[src/rtl/arm_pkg.sv]
// Shared definitions for the ARM968E-S-style core: execute command encodings,
// field widths and the packed control word carried from decode into execute.
package arm_pkg;

    localparam int REG_ADDR_W = 4;

    // ExecuteCommand encodings produced by the control unit
    localparam logic [3:0] EXE_NOP = 4'b0000;
    localparam logic [3:0] EXE_MOV = 4'b0001;
    localparam logic [3:0] EXE_ADD = 4'b0010;
    localparam logic [3:0] EXE_ADC = 4'b0011;
    localparam logic [3:0] EXE_SUB = 4'b0100;
    localparam logic [3:0] EXE_SBC = 4'b0101;
    localparam logic [3:0] EXE_AND = 4'b0110;
    localparam logic [3:0] EXE_ORR = 4'b0111;
    localparam logic [3:0] EXE_EOR = 4'b1000;
    localparam logic [3:0] EXE_MVN = 4'b1001;

    typedef struct packed {
        logic       wb_en;
        logic       mem_r_en;
        logic       mem_w_en;
        logic       b;
        logic       s;
        logic [3:0] exe_cmd;
    } id_ex_ctrl_t;

    localparam int CTRL_W = $bits(id_ex_ctrl_t);

    // A bubble must never write back, touch memory or branch, so its control
    // word is forced to all zeros.
    function automatic id_ex_ctrl_t gate_ctrl(input id_ex_ctrl_t ctrl, input logic valid);
        id_ex_ctrl_t result;
        result = valid ? ctrl : '0;
        return result;
    endfunction

endpackage

[src/rtl/id_ex_stage_reg_pipe_reg.sv]
// Generic W-bit pipeline register with synchronous reset, clear (flush) and
// hold (freeze). Reset beats clear, clear beats hold.
module pipe_reg #(
    parameter int W = 8
) (
    input  logic         clk,
    input  logic         rst,
    input  logic         clr_i,
    input  logic         hold_i,
    input  logic [W-1:0] d_i,
    output logic [W-1:0] q_o
);

    logic [W-1:0] data_d;
    logic [W-1:0] data_q;

    // Next-state selection: clear to zero, keep contents, or take new data
    always_comb begin
        data_d = data_q;
        if (clr_i) begin
            data_d = '0;
        end else if (!hold_i) begin
            data_d = d_i;
        end
    end

    // State register with synchronous active-high reset
    always_ff @(posedge clk) begin
        if (rst) begin
            data_q <= '0;
        end else begin
            data_q <= data_d;
        end
    end

    assign q_o = data_q;

endmodule

[src/rtl/id_ex_stage_reg.sv]
// ID/EX pipeline register: captures the decoded control word, valid bit and
// operands each cycle; flush turns the slot into a bubble, freeze holds it.
module id_ex_stage_reg #(
    parameter int DATA_W     = 32,
    parameter int REG_ADDR_W = 4
) (
    input  logic                  clk,
    input  logic                  rst,
    input  logic                  flush,
    input  logic                  freeze,
    input  logic                  valid_in,
    input  logic                  wb_en_in,
    input  logic                  mem_r_en_in,
    input  logic                  mem_w_en_in,
    input  logic                  b_in,
    input  logic                  s_in,
    input  logic [3:0]            exe_cmd_in,
    input  logic [DATA_W-1:0]     pc_in,
    input  logic [DATA_W-1:0]     val_rn_in,
    input  logic [DATA_W-1:0]     val_rm_in,
    input  logic                  imm_in,
    input  logic [11:0]           shift_operand_in,
    input  logic [23:0]           signed_imm_24_in,
    input  logic [REG_ADDR_W-1:0] dest_in,
    input  logic [REG_ADDR_W-1:0] src1_in,
    input  logic [REG_ADDR_W-1:0] src2_in,
    input  logic                  c_in,
    output logic                  valid_out,
    output logic                  wb_en_out,
    output logic                  mem_r_en_out,
    output logic                  mem_w_en_out,
    output logic                  b_out,
    output logic                  s_out,
    output logic [3:0]            exe_cmd_out,
    output logic [DATA_W-1:0]     pc_out,
    output logic [DATA_W-1:0]     val_rn_out,
    output logic [DATA_W-1:0]     val_rm_out,
    output logic                  imm_out,
    output logic [11:0]           shift_operand_out,
    output logic [23:0]           signed_imm_24_out,
    output logic [REG_ADDR_W-1:0] dest_out,
    output logic [REG_ADDR_W-1:0] src1_out,
    output logic [REG_ADDR_W-1:0] src2_out,
    output logic                  c_out
);

    import arm_pkg::id_ex_ctrl_t;
    import arm_pkg::CTRL_W;
    import arm_pkg::gate_ctrl;

    localparam int DATA_BUNDLE_W = 3 * DATA_W + 1 + 12 + 24 + 3 * REG_ADDR_W + 1;

    id_ex_ctrl_t              ctrl_raw;
    id_ex_ctrl_t              ctrl_gated;
    id_ex_ctrl_t              ctrl_q;
    logic [CTRL_W:0]          ctrl_vec_q;
    logic [DATA_BUNDLE_W-1:0] data_bundle_d;
    logic [DATA_BUNDLE_W-1:0] data_bundle_q;

    // Assemble the control word and zero it when decode holds a bubble
    always_comb begin
        ctrl_raw          = '0;
        ctrl_raw.wb_en    = wb_en_in;
        ctrl_raw.mem_r_en = mem_r_en_in;
        ctrl_raw.mem_w_en = mem_w_en_in;
        ctrl_raw.b        = b_in;
        ctrl_raw.s        = s_in;
        ctrl_raw.exe_cmd  = exe_cmd_in;
        ctrl_gated        = gate_ctrl(ctrl_raw, valid_in);
    end

    // Carry travels with the data so ADC/SBC see the flag as of decode time
    assign data_bundle_d = {pc_in, val_rn_in, val_rm_in, imm_in, shift_operand_in,
                            signed_imm_24_in, dest_in, src1_in, src2_in, c_in};

    pipe_reg #(.W(CTRL_W + 1)) u_ctrl_reg (
        .clk    (clk),
        .rst    (rst),
        .clr_i  (flush),
        .hold_i (freeze),
        .d_i    ({ctrl_gated, valid_in}),
        .q_o    (ctrl_vec_q)
    );

    pipe_reg #(.W(DATA_BUNDLE_W)) u_data_reg (
        .clk    (clk),
        .rst    (rst),
        .clr_i  (flush),
        .hold_i (freeze),
        .d_i    (data_bundle_d),
        .q_o    (data_bundle_q)
    );

    assign {ctrl_q, valid_out} = ctrl_vec_q;

    assign wb_en_out    = ctrl_q.wb_en;
    assign mem_r_en_out = ctrl_q.mem_r_en;
    assign mem_w_en_out = ctrl_q.mem_w_en;
    assign b_out        = ctrl_q.b;
    assign s_out        = ctrl_q.s;
    assign exe_cmd_out  = ctrl_q.exe_cmd;

    assign {pc_out, val_rn_out, val_rm_out, imm_out, shift_operand_out,
            signed_imm_24_out, dest_out, src1_out, src2_out, c_out} = data_bundle_q;

endmodule

[config.mk]
export PLATFORM = sky130hd
export DESIGN_NAME = id_ex_stage_reg
export DESIGN_NICKNAME = d
export VERILOG_FILES = /design/src/rtl/arm_pkg.sv /design/src/rtl/id_ex_stage_reg_pipe_reg.sv /design/src/rtl/id_ex_stage_reg.sv
export SDC_FILE = /design/constraint.sdc
export NUM_CORES = 1
export LEC_CHECK = 0
export ABC_AREA = 1
export CORE_MARGIN = 2
export CORE_UTILIZATION = 40
export DETAILED_ROUTE_END_ITERATION = 10
export DONT_BUFFER_PORTS = 1
export SLEW_MARGIN = 25
export SYNTH_ARGS = -nofsm -noshare
export SYNTH_HDL_FRONTEND = slang
export SYNTH_SLANG_ARGS = --single-unit
[constraint.sdc]
create_clock -name clk -period 1.9 [get_ports clk]
set_input_delay 0.38 -clock clk [delete_from_list [all_inputs] [get_ports clk]]
set_output_delay 0.38 -clock clk [all_outputs]
set_load 0.005 [all_outputs]
==> flow_summary.ini <==
[outcome]
status = complete, no violations

[floorplan]
num_rows = 44
dieArea_um2 = 15510
die_h_um = 124.6
die_w_um = 124.6
ios = 316
start_util = 0.4046
core_um2 = 14370

[yosys]
synthCells = 678
yosysWarnings = 0
synth_cell_type_count = 11
synth_area_per_cell_um2 = 8.574
yosysSeqAreaShare = 0.5372
ys_seq_elements = 156
syn-cell-area_um2 = 5813
synth_nets = 838

[sta]
drv_slew = 0
max_slew_margin = 0.6367
max_freq_mhz = 839.9
tns_ps = 0
rsz0062_at_grt = false
hold_viol_final = 0
post-route-period-util = 0.6267
skew_ps = 0
period_needed_ps = 1191
tightest_slew_ps = 545.0
timing.final.setup_violations = 0

[power]
p_clk_frac = 0.492
p_total_mw = 7.524
peakVddDrop_v = 0.0005379
p_per_area_nw_per_um2 = 1156
p_seq_frac = 0.460
p_int_mw = 5.838
p_comb_frac = 0.048
leakage_nw = 2.268
switchingPower_mw = 1.686
switching_share = 0.2240

[cts]
cts_tree = yes
cts_max_level = 4
clock_sinks = 156
cts_hold_buf = 0
cts.path.max_buffers = 2
cts_resized = 0
postCtsSetupBuffers = 0
numCtsBuffers = 17
insertion_delay_ps = 410
clockRootBuffer = clkbuf_16
clk_pin_slew_ps = 60

[cells_and_area]
drive_above_1_share = 0.2027
diodes = 0
nNetsFinal = 818
final_core_util = 0.4528
syn_to_final_growth_pct = 11.92

[grt]
grt.total_usage = 0.1857
grt.overflow.total = 0
antenna_found_initial = 0
grt_max_degree = 158
first_global_vias = 4323
grt_pass1_wl_mm = 23.19

[min_path]
hp-class = in -> reg

[critical_path]
critPathRequiredTime_ps = 1520
crit_fanout = 2
worstSetupEndpointType = primary output
startpoint_type = flip-flop
critical_path_class = reg -> out
arrival_ps = 810

[route]
dr.pass1.iters = 4
routed_wl_mm = 14.59
vias = 4456
drc_errors = 0
ant_nets = 0
wl_per_cell_um = 17.06
drt_iter0_markers = 228
viasPerCell = 5.212

[placement]
portBuffers = 0
dp_hpwl_mm = 10.25
globalplace.congestion = 0.8372

[job]
cap_violations = 0
cell usage in the layout (no fill, tap or decap):
cell,count
a21oi_1,66
a21oi_2,90
buf_12,7
buf_4,6
bufinv_16,4
clkbuf_1,1
clkbuf_16,17
clkbuf_8,3
clkinv_2,1
clkinv_4,2
clkinvlp_4,1
dfxtp_1,156
inv_4,1
inv_6,1
inv_8,2
nand2_1,303
nand3_1,9
or2_4,1
synthesized netlist by cell type:
| master | n | area, um^2 |
|---|---|---|
| dfxtp_1 | 156 | 3123 |
| clkbuf_1 | 3 | 11.26 |
| buf_6 | 16 | 180.2 |
| inv_2 | 1 | 3.750 |
| a21oi_1 | 66 | 330.3 |
| nand3_1 | 9 | 45.04 |
| buf_4 | 8 | 60.06 |
| or2_4 | 1 | 8.760 |
| buf_2 | 25 | 125.1 |
| a21oi_2 | 90 | 788.3 |
| nand2_1 | 303 | 1137 |
power by group through the flow:
stage          Clock, mW  Sequential, mW  Combinational, mW
2_1_floorplan          0            3.50              0.367
3_3_place_gp           0            3.53              0.348
3_5_place_dp           0            3.53              0.364
4_1_cts             3.79            3.46              0.365
5_1_grt             3.94            3.47              0.407
6_report            3.70            3.46              0.361
per-stage QoR:
step	worst slack [ps]	cell area (um^2)	hold slack [ps]	cells
after global routing	661.7	6506	82.57	855
final	709.4	6506	103.8	855
after CTS	672.1	6506	82.67	855
after floorplan	835.0	5813	451.8	678
after detailed placement	566.9	5854	473.0	823
after global placement	604.1	5854	465.9	823
logic make-up after synthesis:
| group | synth area share |
|---|---|
| AO/OA/AOI/OAI | 0.1924 |
| buffers and inverters | 0.06543 |
| flip-flops | 0.5372 |
| AND/OR/NAND/NOR | 0.2049 |
worst paths after layout:
kind                                                        from                          endpoint  slack [ps]  cells past startpoint
worst max-delay path             u_data_reg.q_o[80]$_SDFFE_PP0N_                    val_rm_out[30]         710                      0
worst max register to register   u_data_reg.q_o[80]$_SDFFE_PP0N_   u_data_reg.q_o[80]$_SDFFE_PP0N_        1210                      2
worst min-delay path                                    pc_in[3]  u_data_reg.q_o[117]$_SDFFE_PP0N_         100                      2
worst min register to register  u_data_reg.q_o[143]$_SDFFE_PP0N_  u_data_reg.q_o[143]$_SDFFE_PP0N_         480                      2
registers in the layout, summed over array words and instances (netlist names):
| register | flops |
|---|---|
| u_ctrl_reg.q_o | 10 |
| u_data_reg.q_o | 146 |
per-layer routing:
| metal | part of all wire | up-vias | routed length [um] | global-route usage |
|---|---|---|---|---|
| li1 | - | 2143 | - | - |
| met1 | 0.39 | 2042 | 5666 | 0.2070 |
| met2 | 0.49 | 250 | 7086 | 0.3102 |
| met3 | 0.10 | 21 | 1507 | 0.08076 |
| met4 | 0.023 | 0 | 330 | 0.07667 |
| met5 | 0 | - | 0 | 0 |
area by class of cell:
class	count	area, um^2
Clock buffer	21	470.5
Clock inverter	11	181.4
Fill cell	1421	7863
Inverter	1	6.256
Multi-Input combinational cell	469	2310
Sequential cell	156	3123
Tap cell	184	230.2
Timing Repair Buffer	13	185.2
Power figures use the tool's default switching activity.
